==> src/rtl/user_io_spi_master.sv <==
// Host-side SPI master (mode 0) for the user_io / data_io link: command and payload bytes
// shifted MSB first, with a select held low across back-to-back bytes.
//
// state     | meaning
// S_IDLE    | no transaction, both selects high, waiting for cs_req & tx_valid
// S_SETUP   | select low, first data bit on SPI_DI, SCK low for CLKDIV cycles
// S_HIGH    | SCK high for CLKDIV cycles, SPI_DO sampled on entry
// S_LOW     | SCK low for CLKDIV cycles, next data bit on SPI_DI
// S_BYTE_DONE | byte finished, report rx byte, chain the next byte or wait
// S_GAP     | both selects high for CS_GAP cycles before returning to idle
module user_io_spi_master #(
   parameter int CLKDIV = 2,
   parameter int CS_GAP = 4
) (
   input  logic       clk_sys,
   input  logic       reset_n,
   input  logic       cs_req,
   input  logic       sel,
   input  logic [7:0] tx_data,
   input  logic       tx_valid,
   output logic       tx_ready,
   output logic [7:0] rx_data,
   output logic       rx_valid,
   output logic       busy,
   output logic       SPI_SCK,
   output logic       SPI_DI,
   input  logic       SPI_DO,
   output logic       CONF_DATA0,
   output logic       SPI_SS2
);

   localparam int DMAX = (CLKDIV > CS_GAP) ? CLKDIV : CS_GAP;
   localparam int DW   = $clog2(DMAX + 1);
   localparam logic [DW-1:0] DIV_LOAD = DW'(CLKDIV - 1);
   localparam logic [DW-1:0] GAP_LOAD = DW'(CS_GAP - 1);

   typedef enum logic [2:0] {
      S_IDLE,
      S_SETUP,
      S_HIGH,
      S_LOW,
      S_BYTE_DONE,
      S_GAP
   } state_t;

   state_t          state_q, state_d;
   logic [DW-1:0]   div_q, div_d;
   logic [3:0]      bit_q, bit_d;
   logic [6:0]      txsh_q, txsh_d;
   logic [7:0]      rxsh_q, rxsh_d;
   logic [7:0]      rx_data_q, rx_data_d;
   logic            rx_valid_q, rx_valid_d;
   logic            tx_ready_q, tx_ready_d;
   logic            busy_q, busy_d;
   logic            sck_q, sck_d;
   logic            di_q, di_d;
   logic            cs0_q, cs0_d;
   logic            ss2_q, ss2_d;

   always_comb begin
      state_d    = state_q;
      div_d      = div_q;
      bit_d      = bit_q;
      txsh_d     = txsh_q;
      rxsh_d     = rxsh_q;
      rx_data_d  = rx_data_q;
      rx_valid_d = 1'b0;
      tx_ready_d = 1'b0;
      sck_d      = sck_q;
      di_d       = di_q;
      cs0_d      = cs0_q;
      ss2_d      = ss2_q;

      case (state_q)
         S_IDLE: begin
            sck_d = 1'b0;
            if (cs_req && tx_valid) begin
               // The select choice is captured here and held until the gap.
               cs0_d      = sel;
               ss2_d      = !sel;
               txsh_d     = tx_data[6:0];
               di_d       = tx_data[7];
               tx_ready_d = 1'b1;
               bit_d      = 4'd0;
               div_d      = DIV_LOAD;
               state_d    = S_SETUP;
            end
         end

         S_SETUP, S_LOW: begin
            if (div_q == '0) begin
               sck_d   = 1'b1;
               rxsh_d  = {rxsh_q[6:0], SPI_DO};
               div_d   = DIV_LOAD;
               state_d = S_HIGH;
            end else begin
               div_d = div_q - DW'(1);
            end
         end

         S_HIGH: begin
            if (div_q == '0) begin
               sck_d = 1'b0;
               bit_d = bit_q + 4'd1;
               if (bit_q == 4'd7) begin
                  state_d = S_BYTE_DONE;
               end else begin
                  di_d    = txsh_q[6];
                  txsh_d  = {txsh_q[5:0], 1'b0};
                  div_d   = DIV_LOAD;
                  state_d = S_LOW;
               end
            end else begin
               div_d = div_q - DW'(1);
            end
         end

         S_BYTE_DONE: begin
            // bit_q still reads 8 only on the first cycle here, so the byte is reported once.
            if (bit_q == 4'd8) begin
               rx_valid_d = 1'b1;
               rx_data_d  = rxsh_q;
               bit_d      = 4'd0;
            end
            if (cs_req && tx_valid) begin
               txsh_d     = tx_data[6:0];
               di_d       = tx_data[7];
               tx_ready_d = 1'b1;
               bit_d      = 4'd0;
               div_d      = DIV_LOAD;
               state_d    = S_SETUP;
            end else if (!cs_req) begin
               cs0_d   = 1'b1;
               ss2_d   = 1'b1;
               div_d   = GAP_LOAD;
               state_d = S_GAP;
            end
         end

         S_GAP: begin
            if (div_q == '0) begin
               state_d = S_IDLE;
            end else begin
               div_d = div_q - DW'(1);
            end
         end

         default: state_d = S_IDLE;
      endcase

      busy_d = (state_d != S_IDLE);
   end

   always_ff @(posedge clk_sys or negedge reset_n) begin
      if (!reset_n) begin
         state_q    <= S_IDLE;
         div_q      <= '0;
         bit_q      <= 4'd0;
         txsh_q     <= 7'd0;
         rxsh_q     <= 8'd0;
         rx_data_q  <= 8'd0;
         rx_valid_q <= 1'b0;
         tx_ready_q <= 1'b0;
         busy_q     <= 1'b0;
         sck_q      <= 1'b0;
         di_q       <= 1'b0;
         cs0_q      <= 1'b1;
         ss2_q      <= 1'b1;
      end else begin
         state_q    <= state_d;
         div_q      <= div_d;
         bit_q      <= bit_d;
         txsh_q     <= txsh_d;
         rxsh_q     <= rxsh_d;
         rx_data_q  <= rx_data_d;
         rx_valid_q <= rx_valid_d;
         tx_ready_q <= tx_ready_d;
         busy_q     <= busy_d;
         sck_q      <= sck_d;
         di_q       <= di_d;
         cs0_q      <= cs0_d;
         ss2_q      <= ss2_d;
      end
   end

   assign tx_ready   = tx_ready_q;
   assign rx_data    = rx_data_q;
   assign rx_valid   = rx_valid_q;
   assign busy       = busy_q;
   assign SPI_SCK    = sck_q;
   assign SPI_DI     = di_q;
   assign CONF_DATA0 = cs0_q;
   assign SPI_SS2    = ss2_q;

endmodule
==> config.mk <==
export PLATFORM = sky130hd
export DESIGN_NAME = user_io_spi_master
export DESIGN_NICKNAME = d
export VERILOG_FILES = /design/src/rtl/user_io_spi_master.sv
export SDC_FILE = /design/constraint.sdc
export NUM_CORES = 1
export LEC_CHECK = 0
export ABC_AREA = 1
export BUFFER_PORTS_ARGS = -buffer_cell sky130_fd_sc_hd__clkbuf_2
export CELL_PAD_IN_SITES_DETAIL_PLACEMENT = 1
export CELL_PAD_IN_SITES_GLOBAL_PLACEMENT = 1
export CORE_MARGIN = 4
export CORE_UTILIZATION = 45
export CTS_CLUSTER_SIZE = 16
export DETAILED_ROUTE_END_ITERATION = 7
export PLACE_DENSITY = 0.83
export SETUP_SLACK_MARGIN = 0.05
export SLEW_MARGIN = 15
export SYNTH_ARGS = -nofsm -noshare
export SYNTH_HDL_FRONTEND = slang
export SYNTH_SLANG_ARGS = --single-unit
==> constraint.sdc <==
create_clock -name clk_sys -period 2.46 [get_ports clk_sys]
set_input_delay 0.123 -clock clk_sys [delete_from_list [all_inputs] [get_ports clk_sys]]
set_output_delay 0.123 -clock clk_sys [all_outputs]
set_load 0.05 [all_outputs]
**After elaboration in Yosys (flattened, before gate mapping)**

Index checks and enable logic that the tools add are counted.

- Word-level logic and storage cells: 94
- Input bits: 14
- Output and inout port bits: 15
- Register bits: 40

- Add/sub/neg operators: 2
- Muxes and demuxes: 42
- Reduce and logical (&&, ||, !) cells: 19
- Eq/ne operators: 18

Operators with widths:

| cell | count |
|---|---|
| $mux W3 | 14 |
| $pmux W3 S5 | 2 |
| $mux W7 | 3 |
| $mux W4 | 4 |
| $ne A2 B2 Y1 const B | 7 |
| $pmux W7 S2 | 1 |
| $mux W1 | 13 |
| $pmux W4 S3 | 1 |
| $reduce_and A4 Y1 | 3 |
| $ne A3 B3 Y1 const B | 3 |
| $reduce_bool A3 Y1 | 3 |
| $eq A3 B2 Y1 const B | 2 |
| $eq A3 B3 Y1 const B | 2 |
| $logic_not A3 Y1 | 2 |
| $pmux W1 S2 | 3 |
| $reduce_and A5 Y1 | 1 |
| $reduce_bool A5 Y1 | 1 |
| $add A4 B1 Y4 const B | 1 |
| $eq A4 B3 Y1 const B | 1 |
| $eq A4 B4 Y1 const B | 1 |
| $reduce_and A2 Y1 | 2 |
| $reduce_bool A2 Y1 | 2 |
| $reduce_or A2 Y1 | 2 |
| $eq A3 B1 Y1 const B | 1 |
| other kinds (6) | 6 |

**Depth between registers and ports, before layout**

Gate-level depths: netlist (run 1).

- Word-level depth: 5
- Depth in mapped cells: 9
- Mapped depth without buffers: 9

**Worst setup path after synthesis (run 1)**

OpenSTA, ideal clock, no wires.

- Kind: register -> register
- Start: register div_q[0]
- End: register rxsh_q[1]
- Library setup time: 0.083 ns
- Period minus slack after synthesis: 1.447 ns
- Required time: 2.377 ns
- Path buffers: 1
- Slack: 1.013 ns
- Stages on the path, launching flop included: 8
- Arrival time: 1.364 ns
- Cells stage by stage: dfrtp_1 -> inv_1 -> ha_1 -> inv_1 -> nor2_1 -> nand3_1 -> clkbuf_1 -> o21ai_0

- Cells in the longest elaborated chain, start to end: 2

RTL lines:

| item | line | source |
|---|---|---|
| start, declared | 47 | `logic [DW-1:0] div_q, div_d;` |
| start signal, assigned | 171 | `div_q <= div_d;` |
| $logic_not A3 Y1 | 91 | `if (div_q == '0) begin` |
| $reduce_and A2 Y1 (no source line) | - |  |
| end signal, assigned | 174 | `rxsh_q <= rxsh_d;` |
| end, declared | 50 | `logic [7:0] rxsh_q, rxsh_d;` |

No other way between the ends.
A chain may end at the register's enable or synchronous reset.

**Worst setup path after layout (run 1)**

- Start: register div_q[0]
- End: register rxsh_q[4]

The elaborated chain is that of the path after synthesis.

==> results.cfg, run 1 <==
[status]
status = finished, violations left
violations = hold timing

[floorplanning]
io_pins = 29
die_w_um = 73.6
dieArea_mm2 = 0.00541
num_rows = 23
die_height_um = 73.6
initial_utilization_pct = 47.3
coreArea_mm2 = 0.00409

[sta]
tightest_slew_ps = 986
holdWs_ps = -12.6
skew_ps = 10.7
final-max-slew-violation-count = 0
rsz0062_at_grt = false
fin_setup_tns_ps = 0
period_needed_ps = 1920
finalSetupViolCount = 0
relSlewSlack_pct = 34.3
fin_crit_sh_pct = 77.9
final-hold-violation-count = 28
fmax_ghz = 0.522

[clocking]
clk_pin_slew_worst_paths_ps = 80
cts_tree = yes
cts_buffers = 5
postCtsSetupBuffers = 0
holdBufCountCts = 1
cts-root-buf = clkbuf_8
htreeDepth = 2
insertion_delay_ps = 290
cts_resized = 0
cts_buffer_depth = 2
clkSinkCount = 40

[placed_design]
dp.cells = 302
port_buffers = 28
dp_hpwl_um = 3490
gp_congestion = 0.831

[global_route]
gr-max-usage-layer = met2
grt_pass1_vias = 1718
antenna_found_initial = 0
grt_max_degree = 41
grt_pass1_wl_um = 7910
grtUsageMet1_pct = 23.6
grt_util_all_layers_pct = 19.0
gr-total-overflow = 0
grt_util_met3_pct = 3.15
use_met2_pct = 32.9

[cells_and_area]
diodes = 0
final_net_count = 278
final_cells = 311
drive_gt1_share_pct = 17.2
areaGrowthSynthToFinish_pct = 13.4

[logic_synthesis]
synth_edf_count = 0
ys_types = 24
synthTopCellsByArea = dfrtp_1 (49%), nand2_1 (12%), inv_1 (5.6%)
synth.avg_cell_area_um2 = 8.41
synth-seq-cells = 40
synthArstFlopShare_pct = 100
syn_inst = 230
yosysSeqAreaShare_pct = 51.9
netlist_area_mm2 = 0.00193
ys.flop_type = dfrtp_1
synth_top_cell_by_area = dfrtp_1
yosys_warnings = 0
synth_nets = 248
synth_top_cell_area_share_pct = 49.2

[worst_setup_path]
cp_cell_sequence = inv_1, ha_1, inv_1, nor2_1, nand3_1, o21ai_0
critPathBufInv = 2
critical_path.top_delay_family = simple AND/OR/NAND/NOR gates
endpoint_kind = register
required_ps = 2640
cp_common_cell = inv_1
crit_fanout = 18
critPathLaunchType = register
critPathArrivalTime_ps = 2090
crit_type = register to register
critical_path.max_stage_delay_ps = 510
slowest_stage = nand3_1

[power]
pwr-share-comb_pct = 35.7
swShare_pct = 41.0
seqPwrFrac_pct = 45.1
power_switching_mw = 0.893
p_clk_share_pct = 19.2
vdd_drop_max_mv = 0.391
power_density_mw_per_mm2 = 993
internal_power_mw = 1.28
p_leak_nw = 1.12

[detailed_routing]
post_drt_wl_per_cell_um = 14.9
drc = 0
drt_pass1_iterations = 4
drt-initial-drc-count = 86
routed_via_density = 5.17
vias = 1607
antenna_left = 0
routed_wl_um = 4650

[hold_path]
hold_class = primary input to asynchronous set/reset pin

[run]
drv_cap = 0
-- power by group through the flow --
stage	sequential, mW	clock [mW]	combinational (mW)
floorplan	1.08	0	0.475
global placement	0.978	0	0.738
detailed placement	0.995	0	0.787
CTS	0.982	0.436	0.793
global route	1.01	0.462	0.908
finish	0.981	0.419	0.777
-- cell usage after synthesis, types with 2 or more instances --
master   count
o21ai_1      3
nand3_1     18
dfrtp_1     38
buf_2        4
nand2_1     63
ha_1         4
o21ai_2      7
mux2i_1      7
inv_1       29
nor2_1      17
a21oi_1      6
o21ai_0     21
dfstp_2      2
-- cells in the final DEF, fill, tap and decap left out, types with 3 or more instances in the layout --
cell | netlist | layout
o21ai_1 | 3 | 3
o21ai_2 | 7 | 7
nand2_1 | 63 | 63
ha_1 | 4 | 4
o21ai_0 | 21 | 21
nand3_1 | 18 | 18
nor2_1 | 17 | 17
inv_1 | 29 | 29
dfrtp_1 | 38 | 38
clkbuf_8 | 0 | 5
a21oi_1 | 6 | 6
mux2i_1 | 7 | 7
clkbuf_2 | 0 | 28
-- kinds of logic after synthesis --
family / synth area share [%]
muxes: 3.62
adders and majority gates: 2.59
and+or+nand+nor: 22.7
AOI/OAI and AO/OA: 11.3
buffers and inverters: 7.44
xor gates and xnor gates: 0.453
DFF: 51.9
-- cell type report --
type / instances / area (um2)
repair buffers: 29 / 150
clock buffers: 7 / 76.3
multi-input cells: 155 / 787
clock inverters: 1 / 5.00
inverters: 29 / 109
well taps: 50 / 62.6
fillers: 522 / 1890
flip-flops and latches: 40 / 1000
-- through the flow --
step                      util (%)  total power [mW]  cell area (um2)  hold slack (ps)  worst slack, ps
after floorplan                  -              1.55             1930             -173             1010
after global placement        51.4              1.72             2100              284              637
after detailed placement      51.4              1.78             2100              298              570
after CTS                     53.7              2.21             2190             14.5              527
after global routing          53.7              2.38             2190             59.0              365
final                         53.7              2.18             2190            -12.6              544
-- flip-flops by register name (all words and copies together) (netlist names) --
register / flops
rx_data: 8
rxsh_q: 8
txsh_q: 7
bit_q: 4
div_q: 3
state_q: 3
CONF_DATA0: 1
SPI_DI: 1
SPI_SCK: 1
SPI_SS2: 1
busy: 1
rx_valid: 1
tx_ready: 1
-- layer usage --
layer	part of all wire (%)	routed length, um
met3	3.7	174
met2	49	2280
met4	1.9	87
met5	0	0
met1	45	2110
-- final timing paths --
check,startpoint,to,slack (ps),cells after the start
worst max-delay path,div_q[0],rxsh_q[4],540,6
worst min-delay path,reset_n,SPI_DI,-10,1
worst max register to register,div_q[0],rxsh_q[4],540,6
worst min register to register,txsh_q[0],txsh_q[0],480,2
max in group asynchronous,reset_n,rxsh_q[6],1860,1
min in group clk_sys,tx_data[0],txsh_q[0],50,3
Power figures use the tool's default switching activity.
==> run 2: changes to the inputs <==
CORE_UTILIZATION = 42   (was 45)
PLACE_DENSITY = 0.79   (was 0.83)
clock period = 1.9 ns   (was 2.46 ns; I/O delays follow)
==> results.cfg, run 2 (synthesized netlist as in run 1, its figures left out) <==
[clocking]
htreeDepth = 2
clk_pin_slew_worst_paths_ps = 80
cts-root-buf = clkbuf_8
insertion_delay_ps = 290
cts_buffer_depth = 2
cts_tree = yes
cts_buffers = 5
clkSinkCount = 40

[sta]
period_needed_ps = 1570
final-hold-violation-count = 0
fin_setup_tns_ps = 0
skew_ps = 4.47
rsz0062_at_grt = false
fmax_ghz = 0.637
fin_crit_sh_pct = 82.6
final-max-slew-violation-count = 0
relSlewSlack_pct = 66.3
setup_slack_ps = 330
finalSetupViolCount = 0
tightest_slew_ps = 505

[placed_design]
gp_congestion = 0.830
detailedPlace.worstSlack_ps = 166
port_buffers = 28
dp_hpwl_um = 3200

[floorplanning]
die_height_um = 75.9
dieArea_mm2 = 0.00576
io_pins = 29
initial_utilization_pct = 43.8
coreArea_mm2 = 0.00441
die_w_um = 75.9
num_rows = 24

[cells_and_area]
layout_common_cells = nand2_1 (62), dfrtp_1 (37), inv_1 (29), clkbuf_2 (28), o21ai_0 (21)
multi_input_area_um2 = 792
drive_gt1_share_pct = 21.0
diodes = 0
fill_cells = 562
final_common_cell = nand2_1
seq_area_mm2 = 0.00100
areaGrowthSynthToFinish_pct = 17.9
final_net_count = 284

[global_route]
gr-total-overflow = 0
grt_max_degree = 41
grt_pass1_wl_um = 7580
antenna_found_initial = 0
grt_util_all_layers_pct = 17.5
grt_pass1_vias = 1705

[power]
seqPwrFrac_pct = 42.4
vdd_drop_max_mv = 0.468
swShare_pct = 38.8
pwr-share-comb_pct = 34.5
power_density_mw_per_mm2 = 1300
p_leak_nw = 1.16
power_switching_mw = 1.15
p_clk_share_pct = 23.1
internal_power_mw = 1.82

[detailed_routing]
post_drt_wl_per_cell_um = 13.6
drt-initial-drc-count = 43
drc = 0
drt_pass1_iterations = 4
vias = 1623
antenna_left = 0
routed_via_density = 5.09
routed_wl_um = 4330

[worst_setup_path]
slowest_stage = dfrtp_1
critPathLaunchType = register
crit_type = register to register
endpoint_kind = register
path_depth = 7
critPathBufInv = 3
cp_cell_sequence = inv_1, ha_1, inv_1, nor2_2, nand3_1, buf_4, o21ai_0
critical_path.top_delay_family = flip-flops
required_ps = 2080
crit_fanout = 17
ff2ff_path_depth = 7
critPathArrivalTime_ps = 1750
critical_path.max_stage_delay_ps = 400
cp_common_cell = inv_1

[status]
status = finished, final reports clean

[run]
drv_cap = 0

[hold_path]
hold_class = primary input to register
min_path_cells = 3
## run 2: cell count changes in the layout (fill, tap and decap cells not counted)
cell,previous run,this run
buf_4,0,5
bufinv_16,0,1
clkbuf_1,2,0
clkinvlp_4,0,1
dfrtp_1,38,37
dfrtp_2,0,1
dlygate4sd3_1,1,2
nand2_1,63,62
nand2_2,1,2
nor2_1,17,16
nor2_2,0,1
or2_1,1,0
or2_2,0,1
## run 2: worst min-delay path, stage by stage
cell and delay, ps:
clkbuf_2 80, nand2_1 50, nand2_1 60
## run 2: timing repair
action	CTS	global route
endpoints found under the setup margin	0	3
resized for setup	0	4
hold buffers	2	0
setup buffers	0	0
hold endpoints to repair	39	0
## run 2: worst paths after layout
kind | endpoint | start | slack, ps
hold / removal | txsh_q[0] | tx_data[0] | 20
hold reg to reg | txsh_q[0] | txsh_q[0] | 480
max in group asynchronous | state_q[2] | reset_n | 1120
min in group asynchronous | txsh_q[4] | reset_n | 400
setup / recovery | rxsh_q[6] | div_q[0] | 330
setup reg to reg | rxsh_q[6] | div_q[0] | 330
## run 2: cell type report
type	instances	share of cell area [%]
clock buffer	5	3.02
clock inverter	3	1.87
inverter	29	4.77
multi-input combinational	155	34.7
sequential	40	44.1
tap	52	2.85
timing repair buffer	35	8.67
## run 2: power groups by stage
stage          clock, mW  combinational [mW]  sequential [mW]
6_report           0.686                1.02             1.26
5_1_grt            0.759                1.19             1.29
4_1_cts            0.712                1.04             1.26
3_5_place_dp           0                1.02             1.27
2_1_floorplan          0               0.615             1.39
3_3_place_gp           0               0.976             1.26
## run 2: layer usage
layer | routed length (um) | up-vias | GRT usage, %
li1 | - | 801 | -
met1 | 1880 | 794 | 19.9
met2 | 2240 | 22 | 32.0
met3 | 160 | 6 | 3.96
met4 | 53 | 0 | 5.83
met5 | 0 | - | 0
## run 2: through the flow
| step | hold slack [ps] | util (%) | power [mW] | instances | area (um2) |
|---|---|---|---|---|---|
| 2_1_floorplan | -201 | - | 2.01 | 230 | 1930 |
| 3_3_place_gp | 187 | 48.5 | 2.24 | 309 | 2140 |
| 3_5_place_dp | 192 | 48.5 | 2.29 | 309 | 2140 |
| 4_1_cts | 19.8 | 51.5 | 3.01 | 319 | 2270 |
| 5_1_grt | 37.1 | 51.6 | 3.24 | 319 | 2280 |
| 6_report | 25.0 | 51.6 | 2.97 | 319 | 2280 |
==> run 3: changes to the inputs <==
CORE_UTILIZATION = 38   (was 42)
PLACE_DENSITY = 0.75   (was 0.79)
clock period = 1.41 ns   (was 1.9 ns; I/O delays follow)
==> results.cfg, run 3 (synthesized netlist as in run 1, its figures left out) <==
[status]
status = finished, violations left
violations = setup timing

[power]
swShare_pct = 42.9
p_leak_nw = 1.41
vdd_drop_max_mv = 0.862
power_switching_mw = 2.33
power_density_mw_per_mm2 = 1810
seqPwrFrac_pct = 32.6
internal_power_mw = 3.11
power_mw = 5.44
pwr-share-comb_pct = 50.1
p_clk_share_pct = 17.3

[cells_and_area]
seq_area_mm2 = 0.00101
multi_input_area_mm2 = 0.00119
drive_gt1_share_pct = 52.2
fill_cells = 565
areaGrowthSynthToFinish_pct = 55.2
stdcell_area_mm2 = 0.00300
final_net_count = 316
layout_common_cells = dfrtp_1 (34), nand2_1 (33), clkbuf_2 (28), buf_4 (24), inv_1 (21)
diodes = 0
final_common_cell = dfrtp_1
postLayoutCoreUtil_pct = 62.3

[sta]
holdWs_ps = 52.2
final-max-slew-violation-count = 0
fmax_ghz = 0.677
setup_slack_ps = -66.5
skew_ps = 6.71
fin_crit_sh_pct = 105
final-hold-violation-count = 0
finalSetupViolCount = 30
tightest_slew_ps = 535
relSlewSlack_pct = 64.3
rsz0062_at_grt = true
period_needed_ps = 1480

[global_route]
grt_max_degree = 41
grt_pass1_wl_um = 8940
gr-total-overflow = 0
grt_pass1_vias = 1931
grt_util_all_layers_pct = 18.0
antenna_found_initial = 0

[worst_setup_path]
critPathArrivalTime_ps = 1650
crit_fanout = 5
required_ps = 1580
crit_type = register to register
critPathLaunchType = register
endpoint_kind = register

[run]
drv_cap = 0

[clocking]
cts_tree = yes
clkSinkCount = 40
cts_buffers = 5
htreeDepth = 2
cts_buffer_depth = 2
insertion_delay_ps = 290
clk_pin_slew_worst_paths_ps = 80
cts-root-buf = clkbuf_8

[detailed_routing]
post_drt_wl_per_cell_um = 20.2
drc = 0
routed_wl_um = 7400
routed_via_density = 5.38
vias = 1969
drt_pass1_iterations = 4
drt-initial-drc-count = 113
antenna_left = 0

[placed_design]
detailedPlace.worstSlack_ps = -105
gp_congestion = 0.767
place_area_mm2 = 0.00231
dp_hpwl_um = 3260
port_buffers = 28

[hold_path]
hold_class = primary input to register

[floorplanning]
die_height_um = 79.3
coreArea_mm2 = 0.00482
io_pins = 29
dieArea_mm2 = 0.00630
die_w_um = 79.3
num_rows = 25
initial_utilization_pct = 40.2
-- run 3: cell count changes in the layout (fill, tap and decap cells not counted), sizes merged --
cell,delta
clkinvlp,-1
nand3,+3
clkinv,+1
buf,+26
inv,-1
dlygate4sd3,+1
clkbuf,+3
-- run 3: power by group through the flow --
stage / Combinational [mW] / Sequential, mW / Clock [mW]
global route: 2.94 / 1.81 / 1.00
floorplan: 0.863 / 1.88 / 0
detailed placement: 1.64 / 1.74 / 0
finish: 2.73 / 1.78 / 0.940
global placement: 1.61 / 1.72 / 0
CTS: 2.03 / 1.73 / 0.948
-- run 3: what timing repair did --
item	CTS	global route
setup buffers	7	5
gates resized for setup	37	84
endpoints found under the hold margin	41	0
cloned	2	3
endpoints found under the setup margin	35	37
pin swaps	9	22
hold buffers	3	0
-- run 3: critical path, stage by stage (launching register included) --
cell,delay [ps]
dfrtp_1,410
inv_2,100
ha_4,190
inv_4,40
nor2_4,140
buf_6,150
nand3_4,130
nand2_2,110
o21ai_2,70
-- run 3: final cells by class --
cell class | instances | share of cell area (%)
multi-input cells | 158 | 39.6
clock inverters | 2 | 1.17
repair buffers | 64 | 16.5
inverters | 29 | 3.88
clock buffers | 6 | 2.42
flip-flops and latches | 40 | 33.6
well taps | 67 | 2.79
-- run 3: per-stage QoR --
step                setup TNS [ps]  std cells
detailed placement            -585        338
floorplan                        0        230
global placement             -36.2        338
CTS                           -148        358
finish                       -1030        366
global route                 -2900        366
-- run 3: final timing paths --
check                      slack (ps)  depth (start not counted)       from          to
setup / recovery                  -70                          8   div_q[0]   rxsh_q[2]
hold / removal                     50                          3     SPI_DO   rxsh_q[0]
setup reg to reg                  -70                          8   div_q[0]   rxsh_q[2]
hold reg to reg                   500                          2  txsh_q[2]   txsh_q[2]
max in group asynchronous         630                          3    reset_n  state_q[1]
min in group asynchronous         390                          3    reset_n   txsh_q[6]
-- run 3: per-layer routing --
| layer | wire [um] | up-vias | global-route usage (%) |
|---|---|---|---|
| li1 | - | 880 | - |
| met4 | 213 | 0 | 5.67 |
| met5 | 0 | - | 0 |
| met1 | 3060 | 1008 | 21.5 |
| met2 | 3880 | 59 | 32.2 |
| met3 | 252 | 22 | 3.63 |
